<file path="src/rtl/msg_comm_pkg.sv">
// Shared constants for the message transmit arbiter: FSM encodings, byte width, default frame length.
package msg_comm_pkg;

    localparam int unsigned BYTE_W      = 8;
    localparam int unsigned MAX_LEN_DEF = 2048;
    localparam int unsigned CNT_W       = 12;

    localparam logic [1:0] ST_IDLE = 2'd0;
    localparam logic [1:0] ST_XFER = 2'd1;
    localparam logic [1:0] ST_GAP  = 2'd2;

endpackage

</file>
<file path="src/rtl/rr_arbiter.sv">
// Round-robin selector: first active request at or after the pointer, wrapping to 0; one-hot result.
module rr_arbiter #(
    parameter int unsigned NUM_REQ = 4,
    parameter int unsigned IDX_W   = (NUM_REQ > 1) ? $clog2(NUM_REQ) : 1
) (
    input  logic [NUM_REQ-1:0] i_req,
    input  logic [IDX_W-1:0]   i_ptr,
    output logic [NUM_REQ-1:0] o_grant
);

    logic             w_found;
    logic [IDX_W-1:0] w_idx;

    // Walk the requesters in priority order starting at the pointer
    always_comb begin
        o_grant = '0;
        w_found = 1'b0;
        w_idx   = '0;
        for (int unsigned i = 0; i < NUM_REQ; i++) begin
            w_idx = IDX_W'((32'(i_ptr) + i) % NUM_REQ);
            if (!w_found && i_req[w_idx]) begin
                o_grant[w_idx] = 1'b1;
                w_found        = 1'b1;
            end
        end
    end

endmodule

</file>
<file path="src/rtl/msg_tx_arbiter.sv">
// Byte-stream arbiter feeding one serialiser: round-robin frame grant, MAX_LEN truncation,
// forced idle gap between frames. Optional mid-frame stall abort when MSG_ARB_TIMEOUT_EN is defined.
module msg_tx_arbiter
    import msg_comm_pkg::*;
#(
    parameter int unsigned NUM_REQ        = 4,
    parameter int unsigned GAP_CYCLES     = 16,
    parameter int unsigned MAX_LEN        = MAX_LEN_DEF,
    parameter int unsigned TIMEOUT_CYCLES = 1024
) (
    input  logic                      clk,
    input  logic                      rst_n,
    input  logic [NUM_REQ-1:0]        src_vld_i,
    input  logic [NUM_REQ*BYTE_W-1:0] src_data_i,
    input  logic [NUM_REQ-1:0]        src_last_i,
    output logic [NUM_REQ-1:0]        src_ready_o,
    output logic                      msg_tx_vld_o,
    output logic [BYTE_W-1:0]         msg_tx_data_o,
    output logic                      msg_tx_last_o,
    input  logic                      msg_tx_ready_i,
    output logic [NUM_REQ-1:0]        grant_o,
    output logic                      len_err_o,
    output logic                      abort_o
);

    localparam int unsigned IDX_W = (NUM_REQ > 1) ? $clog2(NUM_REQ) : 1;
    localparam int unsigned GAP_W = (GAP_CYCLES > 1) ? $clog2(GAP_CYCLES) : 1;

    logic [1:0]         r_state, w_state_nxt;
    logic [IDX_W-1:0]   r_owner, w_owner_nxt;
    logic [IDX_W-1:0]   r_ptr, w_ptr_nxt;
    logic [CNT_W-1:0]   r_cnt, w_cnt_nxt;
    logic [GAP_W-1:0]   r_gap, w_gap_nxt;
    logic               r_len_err, w_len_err_nxt;

    logic [NUM_REQ-1:0] w_rr_grant;
    logic [IDX_W-1:0]   w_rr_idx;
    logic               w_xfer;
    logic               w_own_vld;
    logic               w_own_last;
    logic [BYTE_W-1:0]  w_own_data;
    logic               w_at_max;
    logic               w_trunc;
    logic               w_beat;
    logic               w_end_frame;

`ifdef MSG_ARB_TIMEOUT_EN
    localparam int unsigned STALL_W = (TIMEOUT_CYCLES > 1) ? $clog2(TIMEOUT_CYCLES) : 1;
    logic [STALL_W-1:0] r_stall, w_stall_nxt;
    logic               r_abort, w_abort_nxt;
    assign abort_o = r_abort;
`else
    logic w_unused_timeout;
    assign w_unused_timeout = (TIMEOUT_CYCLES == 0);
    assign abort_o          = 1'b0;
`endif

    rr_arbiter #(
        .NUM_REQ (NUM_REQ),
        .IDX_W   (IDX_W)
    ) u_rr (
        .i_req   (src_vld_i),
        .i_ptr   (r_ptr),
        .o_grant (w_rr_grant)
    );

    // One-hot round-robin result to requester index
    always_comb begin
        w_rr_idx = '0;
        for (int unsigned i = 0; i < NUM_REQ; i++) begin
            if (w_rr_grant[i]) w_rr_idx = IDX_W'(i);
        end
    end

    // Select the owner's stream and route the serialiser handshake back to it only
    always_comb begin
        w_own_vld   = 1'b0;
        w_own_last  = 1'b0;
        w_own_data  = '0;
        src_ready_o = '0;
        grant_o     = '0;
        for (int unsigned i = 0; i < NUM_REQ; i++) begin
            if (r_owner == IDX_W'(i)) begin
                w_own_vld      = src_vld_i[i];
                w_own_last     = src_last_i[i];
                w_own_data     = src_data_i[i*BYTE_W +: BYTE_W];
                src_ready_o[i] = w_xfer & msg_tx_ready_i;
                grant_o[i]     = w_xfer;
            end
        end
    end

    assign w_xfer        = (r_state == ST_XFER);
    assign w_at_max      = (r_cnt == CNT_W'(MAX_LEN - 1));
    assign w_trunc       = w_at_max & ~w_own_last;
    assign msg_tx_vld_o  = w_xfer & w_own_vld;
    assign msg_tx_data_o = w_xfer ? w_own_data : '0;
    assign msg_tx_last_o = w_xfer & (w_own_last | w_at_max);
    assign w_beat        = msg_tx_vld_o & msg_tx_ready_i;
    assign len_err_o     = r_len_err;

    // Next-state logic: grant in IDLE, count beats in XFER, hold idle for the gap
    always_comb begin
        w_state_nxt   = r_state;
        w_owner_nxt   = r_owner;
        w_ptr_nxt     = r_ptr;
        w_cnt_nxt     = r_cnt;
        w_gap_nxt     = r_gap;
        w_len_err_nxt = 1'b0;
        w_end_frame   = 1'b0;
`ifdef MSG_ARB_TIMEOUT_EN
        w_stall_nxt   = r_stall;
        w_abort_nxt   = 1'b0;
`endif
        case (r_state)
            ST_IDLE: begin
                if (|src_vld_i) begin
                    w_owner_nxt = w_rr_idx;
                    w_ptr_nxt   = (w_rr_idx == IDX_W'(NUM_REQ - 1)) ? '0 : w_rr_idx + 1'b1;
                    w_cnt_nxt   = '0;
                    w_state_nxt = ST_XFER;
`ifdef MSG_ARB_TIMEOUT_EN
                    w_stall_nxt = '0;
`endif
                end
            end
            ST_XFER: begin
                if (w_beat) begin
                    w_cnt_nxt = r_cnt + 1'b1;
                    if (msg_tx_last_o) begin
                        w_end_frame   = 1'b1;
                        w_len_err_nxt = w_trunc;
                    end
                end
`ifdef MSG_ARB_TIMEOUT_EN
                if (w_own_vld) begin
                    w_stall_nxt = '0;
                end else if (r_stall == STALL_W'(TIMEOUT_CYCLES - 1)) begin
                    w_end_frame = 1'b1;
                    w_abort_nxt = 1'b1;
                end else begin
                    w_stall_nxt = r_stall + 1'b1;
                end
`endif
                if (w_end_frame) begin
                    w_gap_nxt   = '0;
                    w_state_nxt = (GAP_CYCLES == 0) ? ST_IDLE : ST_GAP;
                end
            end
            ST_GAP: begin
                if (r_gap == GAP_W'(GAP_CYCLES - 1)) w_state_nxt = ST_IDLE;
                else                                 w_gap_nxt   = r_gap + 1'b1;
            end
            default: w_state_nxt = ST_IDLE;
        endcase
    end

    // State and counter registers with synchronous active-low reset
    always_ff @(posedge clk) begin
        if (!rst_n) begin
            r_state   <= ST_IDLE;
            r_owner   <= '0;
            r_ptr     <= '0;
            r_cnt     <= '0;
            r_gap     <= '0;
            r_len_err <= 1'b0;
`ifdef MSG_ARB_TIMEOUT_EN
            r_stall   <= '0;
            r_abort   <= 1'b0;
`endif
        end else begin
            r_state   <= w_state_nxt;
            r_owner   <= w_owner_nxt;
            r_ptr     <= w_ptr_nxt;
            r_cnt     <= w_cnt_nxt;
            r_gap     <= w_gap_nxt;
            r_len_err <= w_len_err_nxt;
`ifdef MSG_ARB_TIMEOUT_EN
            r_stall   <= w_stall_nxt;
            r_abort   <= w_abort_nxt;
`endif
        end
    end

endmodule

</file>
<file path="config.mk">
export PLATFORM = sky130hd
export DESIGN_NAME = msg_tx_arbiter
export DESIGN_NICKNAME = d
export VERILOG_FILES = /design/src/rtl/msg_comm_pkg.sv /design/src/rtl/rr_arbiter.sv /design/src/rtl/msg_tx_arbiter.sv
export SDC_FILE = /design/constraint.sdc
export NUM_CORES = 1
export LEC_CHECK = 0
export BUFFER_PORTS_ARGS = -buffer_cell sky130_fd_sc_hd__buf_2
export CAP_MARGIN = 20
export CORE_ASPECT_RATIO = 0.5
export CORE_MARGIN = 5
export CORE_UTILIZATION = 50
export CTS_BUF_LIST = sky130_fd_sc_hd__clkbuf_16
export DETAILED_ROUTE_END_ITERATION = 7
export PLACE_DENSITY = 0.79
export SLEW_MARGIN = 40
export SYNTH_ARGS = -nofsm -noshare
export SYNTH_HDL_FRONTEND = slang
export SYNTH_SLANG_ARGS = --single-unit
</file>
<file path="constraint.sdc">
create_clock -name clk -period 4.1 [get_ports clk]
set_input_delay 0.41 -clock clk [delete_from_list [all_inputs] [get_ports clk]]
set_output_delay 0.41 -clock clk [all_outputs]
set_load 0.005 [all_outputs]
</file>
After elaboration in Yosys (flattened, before gate mapping). Cells that the tools add are included.

Register bits after elaboration: 23. Word-level logic and storage cells: 124. Bits of input ports: 43.

Reduce and logical (&&, ||, !) cells: 20. Eq/ne operators: 13. Order comparisons: 8. Bitwise gates (word level): 10. Add/sub/neg operators: 6. Muxes and demuxes: 61.

Operators with widths (count): 8-bit two-way mux (5); 1-bit two-way mux (31); 12-bit two-way mux (2); 4-bit two-way mux (6); 12-bit case mux with 2 select lines (1); 12-bit by 1-bit adder with 12-bit output, second input constant (1); 12-bit by 11-bit == test with 1-bit output, second input constant (1); 2-bit by 3-bit < comparator with 1-bit output, second input constant (4); 2-bit two-way mux (6); 4-bit bitwise OR (3); 3-bit AND reduction (3); 1-bit binary-select mux with 2-bit select (4); 1-bit demux with 2-bit select (4); 2-bit == test, second input constant (4); 2-bit by 1-bit greater-or-equal comparator with 1-bit output, second input constant (4); 4-bit case mux with 2 select lines (1); 1-bit logical AND (7); 2-bit inequality test, second input constant (3); 2-bit case mux with 3 select lines (1); 1-bit AND (5); 2-bit by 1-bit adder with 2-bit output, second input constant (2); 2-bit adder, second input constant (2); 4-bit by 1-bit adder with 4-bit output, second input constant (1); 2-bit by 1-bit == test with 1-bit output, second input constant (2); 10 further kinds (15).

Longest topological paths before layout.
Depth in word-level cells: 17. Gate-level depth with buffers: 9. Mapped depth without buffers: 8.

Hierarchy. A second synthesis with hierarchy kept.

Cell total of the unflattened synthesis: 197. Area, all modules: 1805.5 µm².

Modules (own cells, without submodules): msg_tx_arbiter (area an instance 1467.7 µm², times used 1, cells each 161); rr_arbiter (area an instance 337.8 µm², times used 1, cells each 36).

Least setup slack after synthesis. OpenSTA, ideal clock, no wires.

Kind: register -> register. Start: register r_ptr[0]. End: register r_owner[0]. Stages on the path, launching flop included: 10. Arrival time: 2311 ps. Buffers on the path: 1. Data required time: 3984 ps. Path slack: 1672 ps. Clock period less this slack: 2428 ps. Library setup time: 116 ps. Cell sequence: dfxtp_1 -> buf_6 -> inv_1 -> ha_1 -> mux4_1 -> nand3b_1 -> nand3_1 -> a221oi_1 -> o21ai_2 -> o211a_1.

Longest elaborated chain between the ends: 15. Elaborated cells on any way between the ends: 50. Those cells by class: add/sub: 3; order compare: 8; mux: 26; bitwise: 3; reduce/logical: 10.

Ends and longest elaborated chain: from (decl) (RTL line msg_tx_arbiter.sv:31) `logic [IDX_W-1:0] r_ptr, w_ptr_nxt;`; from (signal assigned) (RTL line msg_tx_arbiter.sv:174) `r_ptr <= w_ptr_nxt;`; parallel branches: the longest is 11 deep, another holds 2-bit by 3-bit < comparator with 1-bit output; 4-bit two-way mux * (RTL line rr_arbiter.sv:21) `if (!w_found && i_req[w_idx]) begin`; 1-bit two-way mux (RTL line msg_tx_arbiter.sv:71) `if (w_rr_grant[i]) w_rr_idx = IDX_W'(i);`; 2-bit two-way mux (RTL line msg_tx_arbiter.sv:71); 2-bit two-way mux * (RTL line msg_tx_arbiter.sv:71); to (signal assigned) (RTL line msg_tx_arbiter.sv:173) `r_owner <= w_owner_nxt;`; to (decl) (RTL line msg_tx_arbiter.sv:30) `logic [IDX_W-1:0] r_owner, w_owner_nxt;`.

Every way passes the cells marked *. The select of a mux whose other input is x is not followed. A chain may end at the register's enable or synchronous reset.

Worst setup path after layout. Same ends and word-level chain as after synthesis.

==> impl_metrics.json <==
{
  "synthSimpleGateAreaFrac": 0.2768,
  "netlist_instances": 194,
  "fmax_ghz": 0.3515,
  "synth.top_cell.area_share": 0.2612,
  "seq_area_frac_synth": 0.2612,
  "rows": 15,
  "die_h_um": 51.99,
  "setup_tns_ps": 0,
  "avgViaCountPerCell": 5.635,
  "port_buffers": 61,
  "slew_viol_final": 0,
  "cts-root-buf": "clkbuf_16",
  "die_x_um": 93.98,
  "syn_avg_cell_area_sq_um": 9.087,
  "dpl_cell_area_sq_mm": 0.002068,
  "vias": 1685,
  "synth_fa_ha_area_frac": 0.06388,
  "cts_made_buffers": 3,
  "layout-drive-gt1-share": 0.3347,
  "most-common-layout-cells": "buf_2 (61), nand2_1 (23), dfxtp_1 (22)",
  "antenna_found_initial": 0,
  "io_pins": 63,
  "async_flop_share": 0,
  "insertedDiodeCount": 0,
  "skew_ps": 3.195,
  "ys_types": 49,
  "grt-ovfl-total": 0,
  "cts.sinks": 23,
  "synth_area_sq_mm": 0.001763,
  "cap_violations": 0,
  "final_cells": 299,
  "power_density_mw_per_mm2": 414.6,
  "clkSlewWorstSetupHoldPaths_ps": 60,
  "holdBufCountCts": 0,
  "yosys_register_bits": 23,
  "ctsResizeCount": 0,
  "synth_compound_area_frac": 0.1512,
  "path_max_fanout": 10,
  "met3_usage": 0.04046,
  "power.leakage_nw": 0.9281,
  "use_met1": 0.2155,
  "grt_pass1_vias": 1628,
  "place_hpwl_um": 3407,
  "hold_viol": 0,
  "grt_max_degree": 18,
  "final_common_cell": "buf_2",
  "firstDrtPassIters": 6,
  "status": "finished clean",
  "finalNetCount": 301,
  "grt_usage": 0.1829,
  "worst_slack_ps": 1255,
  "final_cell_area_sq_mm": 0.002148,
  "area_growth_pct": 21.86,
  "drc": 0,
  "hp-class": "reg -> reg",
  "dpl_worst_slack_ps": 1271,
  "synth_mux_area_frac": 0.1739,
  "postRouteAntennaNets": 0,
  "clockBufferDepth": 2,
  "synth_fp_nets": 246,
  "grt_pass1_wl_um": 7155,
  "finalCritPeriodShare": 0.6939,
  "worst_pin_slew_ps": 641.3,
  "clock_latency_ps": 260,
  "setup_viol": 0,
  "finalWirelength_um": 4370,
  "synthTopCellsByArea": "dfxtp_1 (26%), mux4_2 (15%), ha_1 (6.4%), and2_1 (5.7%), nand2_1 (4.9%)",
  "synth_top_family_by_area": "simple AND/OR/NAND/NOR gates",
  "fin_util": 0.6289,
  "cts.htree.levels": 1,
  "fp.coreArea_sq_mm": 0.003416,
  "period_needed_ps": 2845,
  "synth_ff_type": "dfxtp_1",
  "yosys.area_share.xor_xnor": 0.01987,
  "placed_cells": 295,
  "grt_use_met2": 0.3373,
  "cts_tree": "built",
  "synth_largest_area_cell": "dfxtp_1",
  "synth_edf_count": 0,
  "ir_worst_vdd_mv": 0.1604,
  "die_area_sq_mm": 0.004885,
  "yosys_warnings": 0,
  "start_util": 0.5161,
  "gp_congestion": 0.8561,
  "wl_per_cell_um": 14.62,
  "timing.slew.headroom": 0.5719,
  "rsz0062_at_grt": "no",
  "worstPathRequired_ps": 4250,
  "drt-initial-drc-count": 63,
  "grt.busiest_layer": "met2",
  "arrival_ps": 2990,
  "cp-start-kind": "flop",
  "endpoint_kind": "flop",
  "worst-setup-path-type": "reg -> reg",
  "cts_setup_buffers": 0
}
-- cells in the mapped netlist (3+ instances only) --
cell and n:
a21oi_1 9, and2_1 16, and3_1 3, buf_2 3, buf_4 3, clkbuf_1 4
dfxtp_1 23, ha_1 9, inv_1 7, mux4_2 12, nand2_1 23, nand3_1 7
nand4_1 4, nor2_1 10, nor2b_1 4, nor3b_1 4, o21ai_0 5, o31ai_1 5
or4_1 5
-- through the flow --
step / power (W) / hold slack [ps]
5_1_grt: 0.0009521 / 516.1
2_1_floorplan: 0.0005940 / 447.7
6_report: 0.0008906 / 481.2
4_1_cts: 0.0008950 / 482.5
3_3_place_gp: 0.0006632 / 459.0
3_5_place_dp: 0.0006830 / 473.4
-- cell families (layout without fill, tap and decap cells) --
family	Yosys count	in the layout
compound gates	38	38
buf+inv	18	72
xor+xnor	4	4
other cells	1	1
simple gates	87	87
mux	14	14
fa+ha+maj	9	9
flops	23	23
-- critical path: stages, from the launching register on --
cell and delay [ps]:
dfxtp_1 580, inv_1 160, ha_1 350, mux4_1 690, nand3b_1 140, nand3_1 80
a221oi_1 450, o21ai_2 120, o211a_1 150
-- report_power, final --
part | internal, W | total [W] | switching, W
combinational | 0.000205 | 0.000380 | 0.000175
clock | 0.000130 | 0.000208 | 0.0000780
sequential | 0.000242 | 0.000302 | 0.0000606
-- registers in the layout, summed over array words and instances (netlist names) --
name,count
r_ptr,2
r_state,2
len_err_o,1
r_owner,2
r_gap,4
r_cnt,12
-- worst paths after layout --
| check | from | end | slack [ps] | cells after the start |
|---|---|---|---|---|
| worst max-delay path | r_ptr[0] | r_owner[0] | 1260 | 8 |
| worst min-delay path | r_cnt[6] | r_cnt[6] | 480 | 2 |
| worst max register to register | r_ptr[0] | r_owner[0] | 1260 | 8 |
| worst min register to register | r_cnt[6] | r_cnt[6] | 480 | 2 |
-- cell type report --
class,count,area (sq um)
fillers,288,1267
multi-input cells,153,1212
flip-flops and latches,23,461.7
repair buffers,61,305.3
clock buffers,3,75.07
well taps,51,63.81
inverters,7,26.28
clock inverters,1,3.754
-- layer usage --
metal  routed length (um)  vias up
met3                  205        6
met1                 1915      799
li1                     -      835
met2                 2213       45
met4                   36        0
met5                    0        -
No activity file was read; power rests on OpenSTA's default activity.
